`src/rtl/branch_target_buffer.sv`:
```
// Direct-mapped branch target buffer for the fetch stage: zero-latency lookup of the
// fetch PC, written from execute-stage branch resolution with aliasing replacement.
module branch_target_buffer #(
    parameter int WIDTH_DATA_LENGTH  = 32,
    parameter int WIDTH_ENTRY_LENTH  = 3,
    parameter int WIDTH_TAG_LENGTH   = WIDTH_DATA_LENGTH - 2 - WIDTH_ENTRY_LENTH,
    parameter int ENTRY_DEPTH_LENGTH = 1 << WIDTH_ENTRY_LENTH
) (
    input  logic                         clk,
    input  logic                         rst_n,
    input  logic [WIDTH_DATA_LENGTH-1:0] PC,
    input  logic [WIDTH_DATA_LENGTH-1:0] PC_Ex,
    input  logic [WIDTH_DATA_LENGTH-1:0] PC_ALU,
    input  logic                         Br_Detected,
    output logic                         Hit,
    output logic [WIDTH_DATA_LENGTH-1:0] Target_Add
);

    localparam int IDX_LO = 2;
    localparam int IDX_HI = WIDTH_ENTRY_LENTH + 1;
    localparam int TAG_LO = WIDTH_ENTRY_LENTH + 2;

    logic                         valid_r  [ENTRY_DEPTH_LENGTH];
    logic [WIDTH_TAG_LENGTH-1:0]  tag_r    [ENTRY_DEPTH_LENGTH];
    logic [WIDTH_DATA_LENGTH-1:0] target_r [ENTRY_DEPTH_LENGTH];

    logic [WIDTH_ENTRY_LENTH-1:0] rd_idx_s;
    logic [WIDTH_TAG_LENGTH-1:0]  rd_tag_s;
    logic [WIDTH_ENTRY_LENTH-1:0] wr_idx_s;
    logic [WIDTH_TAG_LENGTH-1:0]  wr_tag_s;
    logic                         hit_s;
    logic [WIDTH_DATA_LENGTH-1:0] target_s;
    logic                         unused_offset_s;

    // Byte-offset bits never take part in indexing or tag matching.
    assign unused_offset_s = ^{PC[1:0], PC_Ex[1:0]};

    // Split lookup and write addresses into index and tag fields.
    always_comb begin
        rd_idx_s = PC[IDX_HI:IDX_LO];
        rd_tag_s = PC[WIDTH_DATA_LENGTH-1:TAG_LO];
        wr_idx_s = PC_Ex[IDX_HI:IDX_LO];
        wr_tag_s = PC_Ex[WIDTH_DATA_LENGTH-1:TAG_LO];
    end

    // Entry storage: cleared on reset, overwritten at the resolved branch's index.
    always_ff @(posedge clk or negedge rst_n) begin
        if (!rst_n) begin
            for (int i = 0; i < ENTRY_DEPTH_LENGTH; i++) begin
                valid_r[i]  <= 1'b0;
                tag_r[i]    <= {WIDTH_TAG_LENGTH{1'b0}};
                target_r[i] <= {WIDTH_DATA_LENGTH{1'b0}};
            end
        end else if (Br_Detected) begin
            valid_r[wr_idx_s]  <= 1'b1;
            tag_r[wr_idx_s]    <= wr_tag_s;
            target_r[wr_idx_s] <= PC_ALU;
        end
    end

    // Lookup is combinational so fetch can redirect in the same cycle; a miss
    // falls through to the sequential PC.
    always_comb begin
        hit_s    = 1'b0;
        target_s = PC + WIDTH_DATA_LENGTH'(4);
        if (valid_r[rd_idx_s] && (tag_r[rd_idx_s] == rd_tag_s)) begin
            hit_s    = 1'b1;
            target_s = target_r[rd_idx_s];
        end else begin
            hit_s    = 1'b0;
            target_s = PC + WIDTH_DATA_LENGTH'(4);
        end
    end

    assign Hit        = hit_s;
    assign Target_Add = target_s;

endmodule

```
`config.mk`:
```
export PLATFORM = sky130hd
export DESIGN_NAME = branch_target_buffer
export DESIGN_NICKNAME = d
export VERILOG_FILES = /design/src/rtl/branch_target_buffer.sv
export SDC_FILE = /design/constraint.sdc
export NUM_CORES = 1
export LEC_CHECK = 0
export ABC_CLOCK_PERIOD_IN_PS = 3700
export CAP_MARGIN = 30
export CORE_AREA = 2 2 181 316
export DETAILED_ROUTE_END_ITERATION = 10
export DIE_AREA = 0 0 183 318
export HOLD_SLACK_MARGIN = 0.03
export PLACE_DENSITY = 0.6
export SYNTH_ARGS = -nofsm -noshare
export SYNTH_HDL_FRONTEND = slang
export SYNTH_SLANG_ARGS = --single-unit
export TNS_END_PERCENT = 5
```
`constraint.sdc`:
```
create_clock -name clk -period 3.7 [get_ports clk]
set_input_delay 0.37 -clock clk [delete_from_list [all_inputs] [get_ports clk]]
set_output_delay 0.37 -clock clk [all_outputs]
set_load 0.1 [all_outputs]
```
==> run metrics, run 1 <==
outcome finished, violations left; violated checks setup timing; H-tree Lvls 2; first-pass GRT wire length 93.8 mm; routed vias 13600; drt wl/cell 25.1 um; Starting Density 40.5%; RSZ-0062 raised after global routing yes; CP max-delay cell mux4_4; Int Power 11000 uW; worst slew pin tran 0.694 ns; fin util 49.3%; CP Class register to output pin; sequential area share after synthesis 53.1%; share of cells above drive strength 1 49.4%; max-slew violation count 0; Top Ports 132; # Post-CTS Setup Buffers 0; Worst Path Buf+Inv 4; initial antenna violation count 5; Nets 1775; clk slew on worst S/H paths 0.07 ns; Post-synth EDFFs 0; synthesized cell area 22600 um2; Comb pwr share 20.8%; Pre-Repair DR Iteration Count 6; maximum vdd ir drop 0.328 mV; Synth area leaders dfrtp_1 (53%), mux2_2 (23%), mux4_2 (9.3%), mux2i_1 (3.0%), xor2_1 (1.2%); Setup crit end Target_Add[5]; Sw Share 26.1%; Max Cap Viol 0; synth warn 0; top_reg_cell synth dfrtp_1; clk sinks 480; Sum Neg Setup Slack -2.36 ns; CP Depth 12; Placeable Area 55800 um2; worst-case reg-to-reg path depth 1; # port buffers 129; Hold Vio Cnt, Final 0; Max stage delay on crit path 0.59 ns; syn nets 1595; worst setup margin -0.212 ns; ys async rst share 100%; fmax 256 MHz; die area 58200 um2; Hold Crit Class input port to async pin; post-synth cell types 50; fillers 4811; Remaining DRCs 0; DRT iter0 DRCs 788; CP endpoint kind output pin; die width 183 um; crit path DAT 3.54 ns; GP Congestion 0.796; #FFs+latches synth 480; area growth from synthesis to final layout 21.8%; CP Cell Sequence mux4_4, mux2i_1, buf_4, xor2_1, nand2_1, nor4_4, nand4_1, buf_6, mux2i_1, a221oi_2, buf_4, buf_12; clk buf depth 3; Slew headroom 53.7%; R2R setup slack 2.91 ns; Row Count 115; Setup-failing EPs final 23; CP delay by family, top multiplexers; syn_area_per_cell 15.1 um2; largest net degree at the start of global routing 111; minimum clock period after layout 3.91 ns; latest clock arrival within the worst-skew pair 0.57 ns; Sw Pwr 3880 uW; Final Power 14900 uW; Die Span Y 318 um; Place WS -0.143 ns; Root Driver clkbuf_16; Routed Antenna Nets 0; CP Max Fanout 10; Seq pwr share 46.6%; GRT Total Usage 21.3%; CTS Buf Count 44; via/cell ratio 5.65; Worst R2R End valid_r[7]; Critical Path Start tag_r[2]; area leader, netlist dfrtp_1; vias in the first global route 15300; Critical Path Source Type register; P per Cell Area 541 nW/um2; worst endpoint required time 3.33 ns; R2R Path Start valid_r[7]; CTS tree done; Clock Power Share 32.6%; remaining global-route overflow 0; crit share post-route 106%; Yosys top cell area share 53.1%; DRT Wirelength 60.5 mm; P_leak 0.0115 uW; Syn Inst Count 1495; post-DP HPWL 38.4 mm; Layout Skew 0 ns
## cells by family after synthesis
group                    after synthesis  synth area share, %
AND/OR/NAND/NOR                      137                 3.33
multiplexers                         640                 36.6
XOR/XNOR                              45                 1.74
buffers and inverters                106                 2.24
flip-flops                           480                 53.1
AO/OA/AOI/OAI                         86                 2.95
adder cells (fa/ha/maj)                1               0.0553
## metrics by stage
stage                     instances  hold WS [ns]  instance area, um2
after floorplan                1495        0.0744               22600
after global placement         2330         0.402               25700
after detailed placement       2330         0.410               25700
after CTS                      2411         0.398               27500
after global routing           2413         0.427               27500
final                          2414         0.368               27500
## placed cells by master (no fill, tap or decap), drive strengths merged, types with 7 or more instances in the layout
master,count
nand4,9
nand2,34
and3,9
mux2,472
clkbuf,69
a22oi,15
o21ai,7
xnor2,14
and2,24
dfrtp,480
nand2b,8
xor2,31
clkdlybuf4s50,92
nand3,13
a211oi,21
nor2,10
buf,140
clkinv,8
a21oi,29
mux4,100
mux2i,68
## power by group through the flow
stage               Clock (uW)  Combinational (uW)  Sequential, uW
floorplan                    0                2100            6830
global placement             0                3000            6930
detailed placement           0                3080            7030
CTS                       5010                3140            6930
global route              5200                3330            7070
finish                    4860                3100            6940
## synth_stat cells (all sizes together), types with 5 or more instances
library cell / n
mux2i: 68
clkbuf: 65
mux4: 100
nand4: 9
a211oi: 21
nand2b: 8
a22oi: 15
nand2: 34
and2: 24
mux2: 472
buf: 35
nor2: 10
xnor2: 14
a21oi: 29
nor2b: 6
nand3: 13
xor2: 31
nor3: 6
and3: 9
dfrtp: 480
inv: 5
o21ai: 7
## area by class of cell
type	count	area, um2	area share (%)
clock buffers	68	1370	4.99
flip-flops and latches	480	12000	43.6
diodes	3	7.51	0.0273
multi-input cells	909	10300	37.5
repair buffers	234	2740	9.93
inverters	6	22.5	0.0818
well taps	702	878	3.19
clock inverters	12	175	0.636
## what timing repair did
action                                  4_1_cts  5_1_grt
pin swaps                                     7        5
endpoints found under the setup margin       33       33
hold buffers                                  1        0
gates resized for setup                      41        8
endpoints found under the hold margin        66        0
## how the worst min path moves through the flow
| stage | startpoint | endpoint | slack (ns) |
|---|---|---|---|
| floorplan | rst_n | tag_r[0] | 0.07 |
| global placement | rst_n | tag_r[23] | 0.40 |
| detailed placement | rst_n | tag_r[185] | 0.41 |
| CTS | rst_n | tag_r[99] | 0.40 |
| global route | rst_n | tag_r[23] | 0.43 |
| finish | rst_n | tag_r[99] | 0.37 |
## registers in the layout, indices dropped and copies added, names as in the netlist
register,cells
tag_r,216
valid_r,8
target_r,256
## layer usage
layer	track usage, %	routed length, um	vias up
met2	35.9	29900	301
met4	7.89	2240	6
met3	3.39	2510	115
li1	-	-	5903
met1	27.7	25800	7311
met5	0	37	-
Note: power is estimated with default switching activity, not from simulation.
==> run 2, diff against run 1 <==
Settings changed: ABC_CLOCK_PERIOD_IN_PS 3700 to 3670.
Clock period 3.7 ns to 3.67 ns, I/O delays scaled along.
==> run 2 against run 1 <==
Critical path depth grew 1. Final area is essentially flat. Clock power shrank 2%. The run still ends with setup timing left. Setup slack gained 0.014 ns.
==> run metrics, run 2 (synthesized netlist as in run 1, its figures left out) <==
CP delay by family, top buffers and inverters (was multiplexers); max-slew violation count 0 (unchanged); Top Ports 132 (unchanged); Slew headroom 39.8% (was 53.7%); die width 183 um (unchanged); P_leak 0.0115 uW (about the same); share of cells above drive strength 1 48.8% (was 49.4%); Remaining DRCs 0 (unchanged); worst slew pin tran 0.902 ns (was 0.694 ns); clk sinks 480 (unchanged); Placeable Area 55800 um2 (unchanged); Hold Vio Cnt, Final 0 (unchanged); fin util 49.3% (about the same); Root Driver clkbuf_16 (unchanged); max reg flops 256 (unchanged); Layout Skew 0 ns (unchanged); Hold Crit Class input port to async pin (unchanged); violated checks setup timing (unchanged); Pre-Repair DR Iteration Count 5 (was 6); CP Class register to output pin (unchanged); Biggest register target_r (unchanged); H-tree Lvls 2 (unchanged); drt wl/cell 24.9 um (was 25.1 um); area growth from synthesis to final layout 21.7% (was 21.8%); Max Cap Viol 0 (unchanged); latest clock arrival within the worst-skew pair 0.55 ns (was 0.57 ns); CTS Buf Count 46 (was 44); clk slew on worst S/H paths 0.06 ns (was 0.07 ns); initial antenna violation count 5 (unchanged); commonest non-fill, non-tap cell in the layout dfrtp_1 (unchanged); die area 58200 um2 (unchanged); remaining global-route overflow 0 (unchanged); routed vias 13600 (about the same); GP Congestion 0.828 (was 0.796); number of placed cells counting well taps 2335 (was 2330); Most common cell on crit path buf_4; CP Max Fanout 6 (was 10); CP Cell Sequence mux4_2, mux2i_1, buf_4, xor2_2, nand2_1, a2111oi_4, nand4_1, buf_6, buf_8, and2_4, a211oi_2, buf_4, buf_12 (was mux4_4, mux2i_1, buf_4, xor2_1, nand2_1, nor4_4, nand4_1, buf_6, mux2i_1, a221oi_2, buf_4, buf_12); Starting Density 40.5% (unchanged); via/cell ratio 5.61 (was 5.65); CP max-delay cell mux4_2 (was mux4_4); Row Count 115 (unchanged); first-pass GRT wire length 93.7 mm (was 93.8 mm); Max stage delay on crit path 0.48 ns (was 0.59 ns); worst endpoint required time 3.30 ns (was 3.33 ns); worst setup margin -0.198 ns (was -0.212 ns); largest net degree at the start of global routing 104 (was 111); Routed Antenna Nets 0 (unchanged); Worst Path Buf+Inv 5 (was 4); clk buf depth 3 (unchanged); fin cells 2420 (was 2414); most frequent cells in the layout dfrtp_1 (480), mux2_2 (472), mux4_2 (93) (was dfrtp_1 (480), mux2_2 (472), mux4_2 (95)); minimum clock period after layout 3.87 ns; P per Cell Area 539 nW/um2 (was 541 nW/um2); Regs by FF count target_r (256), tag_r (216), valid_r (8) (unchanged); fmax 259 MHz; CTS tree done (unchanged); maximum vdd ir drop 0.355 mV (was 0.328 mV); vias in the first global route 15100 (was 15300); Critical Path Source Type register (unchanged); GRT Total Usage 21.3% (about the same); post-DP HPWL 38.3 mm (was 38.4 mm); crit share post-route 105%; DRT Wirelength 60.4 mm (was 60.5 mm); Die Span Y 318 um (unchanged); Place WS -0.123 ns (was -0.143 ns); Setup-failing EPs final 27 (was 23); DRT iter0 DRCs 754 (was 788); # port buffers 129 (unchanged); crit path DAT 3.50 ns (was 3.54 ns); Final Power 14800 uW (was 14900 uW); Nets 1784 (was 1775); outcome finished, violations left (unchanged); CP endpoint kind output pin (unchanged); RSZ-0062 raised after global routing yes (unchanged)
==> run 2: cell type report <==
class                   instances  area (um2)
diodes                          4        10.0
flip-flops and latches        480       12000
multi-input cells             909       10300
clock inverters                 5        50.0
well taps                     702         878
fillers                      4823       28300
clock buffers                  73        1450
inverters                       6        25.0
repair buffers                241        2780
==> run 2: metrics by stage <==
step | TNS (ns) | instance area (um2) | hold WS [ns]
6_report | -3.40 | 27500 | 0.429
5_1_grt | -8.90 | 27500 | 0.487
3_5_place_dp | -1.38 | 25800 | 0.452
3_3_place_gp | -3.09 | 25800 | 0.443
4_1_cts | -7.48 | 27400 | 0.468
2_1_floorplan | -12.61 | 22600 | 0.0714
==> run 2: final timing paths <==
| kind | start | end | slack, ns | cells past startpoint |
|---|---|---|---|---|
| max in group asynchronous | rst_n | target_r[170] | 2.15 | 3 |
| min in group clk | valid_r[5] | valid_r[5] | 0.47 | 1 |
| worst max register to register | valid_r[7] | valid_r[7] | 2.88 | 1 |
| worst max-delay path | tag_r[80] | Target_Add[6] | -0.20 | 13 |
| worst min register to register | valid_r[5] | valid_r[5] | 0.47 | 1 |
| worst min-delay path | rst_n | tag_r[4] | 0.43 | 2 |
==> run 2: metal layers <==
metal | share of wire, % | vias up | GRT usage [%]
met4 | 2.7 | 2 | 6.38
li1 | - | 5915 | -
met5 | 0.022 | - | 0
met2 | 51 | 275 | 36.1
met3 | 4.4 | 89 | 3.34
met1 | 42 | 7285 | 28.0
==> run 2: timing repair <==
item,4_1_cts,5_1_grt
hold buffers,1,0
endpoints found under the setup margin,33,33
setup buffers,0,2
hold endpoints to repair,93,0
gates resized for setup,30,19
pin swaps,11,5
==> run 2: report_power, final <==
part	switching, uW	total [uW]	internal [uW]
clock	1990	4740	2750
sequential	549	6990	6440
combinational	1310	3100	1790
total	3850	14800	11000
==> run 3, diff against run 2 <==
Settings changed: CTS_BUF_LIST set to sky130_fd_sc_hd__clkbuf_4.
==> run 3 against run 2 <==
The flow still finishes with violations (setup timing). Clock power is 10% lower. Critical path depth stayed put. Largest cell class unchanged. Final area is 0.25% lower. Cell count is 4.9% higher. Clock skew stayed put. Sequential power hardly changed. Critical endpoint unchanged. Hold slack worse by 0.29 ns.
==> run metrics, run 3 (synthesized netlist as in run 1, its figures left out) <==
outcome finished, violations left (unchanged); violated checks setup timing (unchanged); worst endpoint required time 3.30 ns (about the same); Starting Density 40.5% (unchanged); fmax 238 MHz (was 259 MHz); Setup-failing EPs final 33 (was 27); # port buffers 129 (unchanged); Nets 1850 (was 1784); vias in the first global route 15800 (was 15100); area growth from synthesis to final layout 21.4% (was 21.7%); Biggest register target_r (unchanged); clk sinks 480 (unchanged); Layout Skew 0 ns (unchanged); DRT Wirelength 61.1 mm (was 60.4 mm); number of placed cells counting well taps 2335 (unchanged); via/cell ratio 5.55 (was 5.61); clk slew on worst S/H paths 0.07 ns (was 0.06 ns); worst slew pin tran 0.908 ns (was 0.902 ns); GP Congestion 0.828 (unchanged); remaining global-route overflow 0 (unchanged); P per Cell Area 523 nW/um2 (was 539 nW/um2); Row Count 115 (unchanged); Pre-Repair DR Iteration Count 5 (unchanged); die area 58200 um2 (unchanged); largest net degree at the start of global routing 104 (unchanged); Routed Antenna Nets 0 (unchanged); CP Max Fanout 6 (unchanged); die width 183 um (unchanged); latest clock arrival within the worst-skew pair 0.86 ns (was 0.55 ns); P_leak 0.0116 uW (was 0.0115 uW); Regs by FF count target_r (256), tag_r (216), valid_r (8) (unchanged); minimum clock period after layout 4.20 ns (was 3.87 ns); clk buf depth 3 (unchanged); drt wl/cell 24.1 um (was 24.9 um); fin util 49.2% (was 49.3%); share of cells above drive strength 1 51.5% (was 48.8%); crit share post-route 114% (was 105%); max-slew violation count 0 (unchanged); hold_ws 0.141 ns (was 0.429 ns); CTS Buf Count 112 (was 46); Die Span Y 318 um (unchanged); routed vias 14100 (was 13600); maximum vdd ir drop 0.206 mV (was 0.355 mV); CTS tree done (unchanged); RSZ-0062 raised after global routing yes (unchanged); fillers 4913 (was 4823); most frequent cells in the layout dfrtp_1 (480), mux2_2 (472), clkbuf_4 (161) (was dfrtp_1 (480), mux2_2 (472), mux4_2 (93)); Root Driver clkbuf_4 (was clkbuf_16); Hold Vio Cnt, Final 0 (unchanged); initial antenna violation count 7 (was 5); Max Cap Viol 0 (unchanged); Hold Crit Class input port to async pin (unchanged); Slew headroom 39.5% (was 39.8%); worst setup margin -0.527 ns (was -0.198 ns); GRT Total Usage 21.7% (was 21.3%); H-tree Lvls 3 (was 2); CP Class register to output pin (unchanged); post-DP HPWL 38.3 mm (unchanged); max reg flops 256 (unchanged); fin cells 2539 (was 2420); crit path DAT 3.83 ns (was 3.50 ns); Remaining DRCs 0 (unchanged); CP endpoint kind output pin (unchanged); DRT iter0 DRCs 769 (was 754); Critical Path Source Type register (unchanged); Placeable Area 55800 um2 (unchanged); first-pass GRT wire length 95.3 mm (was 93.7 mm); Top Ports 132 (unchanged); commonest non-fill, non-tap cell in the layout dfrtp_1 (unchanged)
run 3: per-stage QoR:
| step | worst slack (ns) | power (uW) | TNS (ns) | instance area [um2] |
|---|---|---|---|---|
| 6_report | -0.527 | 14400 | -13.92 | 27500 |
| 3_3_place_gp | -0.193 | 9990 | -3.09 | 25800 |
| 5_1_grt | -0.720 | 15200 | -20.41 | 27500 |
| 3_5_place_dp | -0.123 | 10200 | -1.38 | 25800 |
| 4_1_cts | -0.675 | 14600 | -18.72 | 27300 |
| 2_1_floorplan | -0.521 | 9000 | -12.61 | 22600 |
run 3: path summary, 6_finish.rpt:
check / from / depth (start not counted) / slack (ns) / end
max in group asynchronous: rst_n / 3 / 2.41 / tag_r[134]
max reg2reg: valid_r[3] / 1 / 2.89 / valid_r[3]
min reg2reg: valid_r[6] / 1 / 0.47 / valid_r[6]
min in group clk: PC_ALU[17] / 2 / 0.32 / target_r[17]
max: tag_r[7] / 13 / -0.53 / Target_Add[6]
min: rst_n / 2 / 0.14 / tag_r[46]
run 3: layout make-up:
type	count	area (um2)	area share, %
flip-flops and latches	480	12000	43.7
multi-input cells	909	10400	37.7
repair buffers	241	2780	10.1
clock buffers	161	1210	4.40
well taps	702	878	3.20
clock inverters	33	194	0.706
inverters	6	25.0	0.0911
diodes	7	17.5	0.0638
run 3: worst max-delay path, stage by stage, from the launching register on:
cell and delay [ns]:
dfrtp_1 0.37, mux4_2 0.47, mux2i_1 0.16, buf_4 0.15
xnor2_1 0.19, nand4_1 0.22, nor4_4 0.33, nand4_1 0.14
buf_6 0.19, buf_8 0.15, and2_4 0.13, a211oi_2 0.18
buf_4 0.16, buf_12 0.17
run 3: what timing repair did:
item                       in CTS  in global routing
hold endpoints to repair       93                  0
setup buffers                   0                  2
pin swaps                      11                  5
gates resized for setup        33                 19
hold buffers                    1                  0
setup endpoints to repair      33                 33
run 3: per-layer routing:
metal / vias to the layer above / share of wire, % / track usage, %
li1: 6132 / - / -
met1: 7493 / 42 / 27.7
met2: 368 / 51 / 36.5
met3: 84 / 5.2 / 4.59
met4: 2 / 2.4 / 7.73
met5: - / 0.021 / 0
run 3: where the power goes:
part	leakage, uW	internal (uW)	total [uW]	switching (uW)
combinational	0.00506	1790	3100	1320
sequential	0.00574	6440	6990	554
clock	0.000821	2140	4260	2120
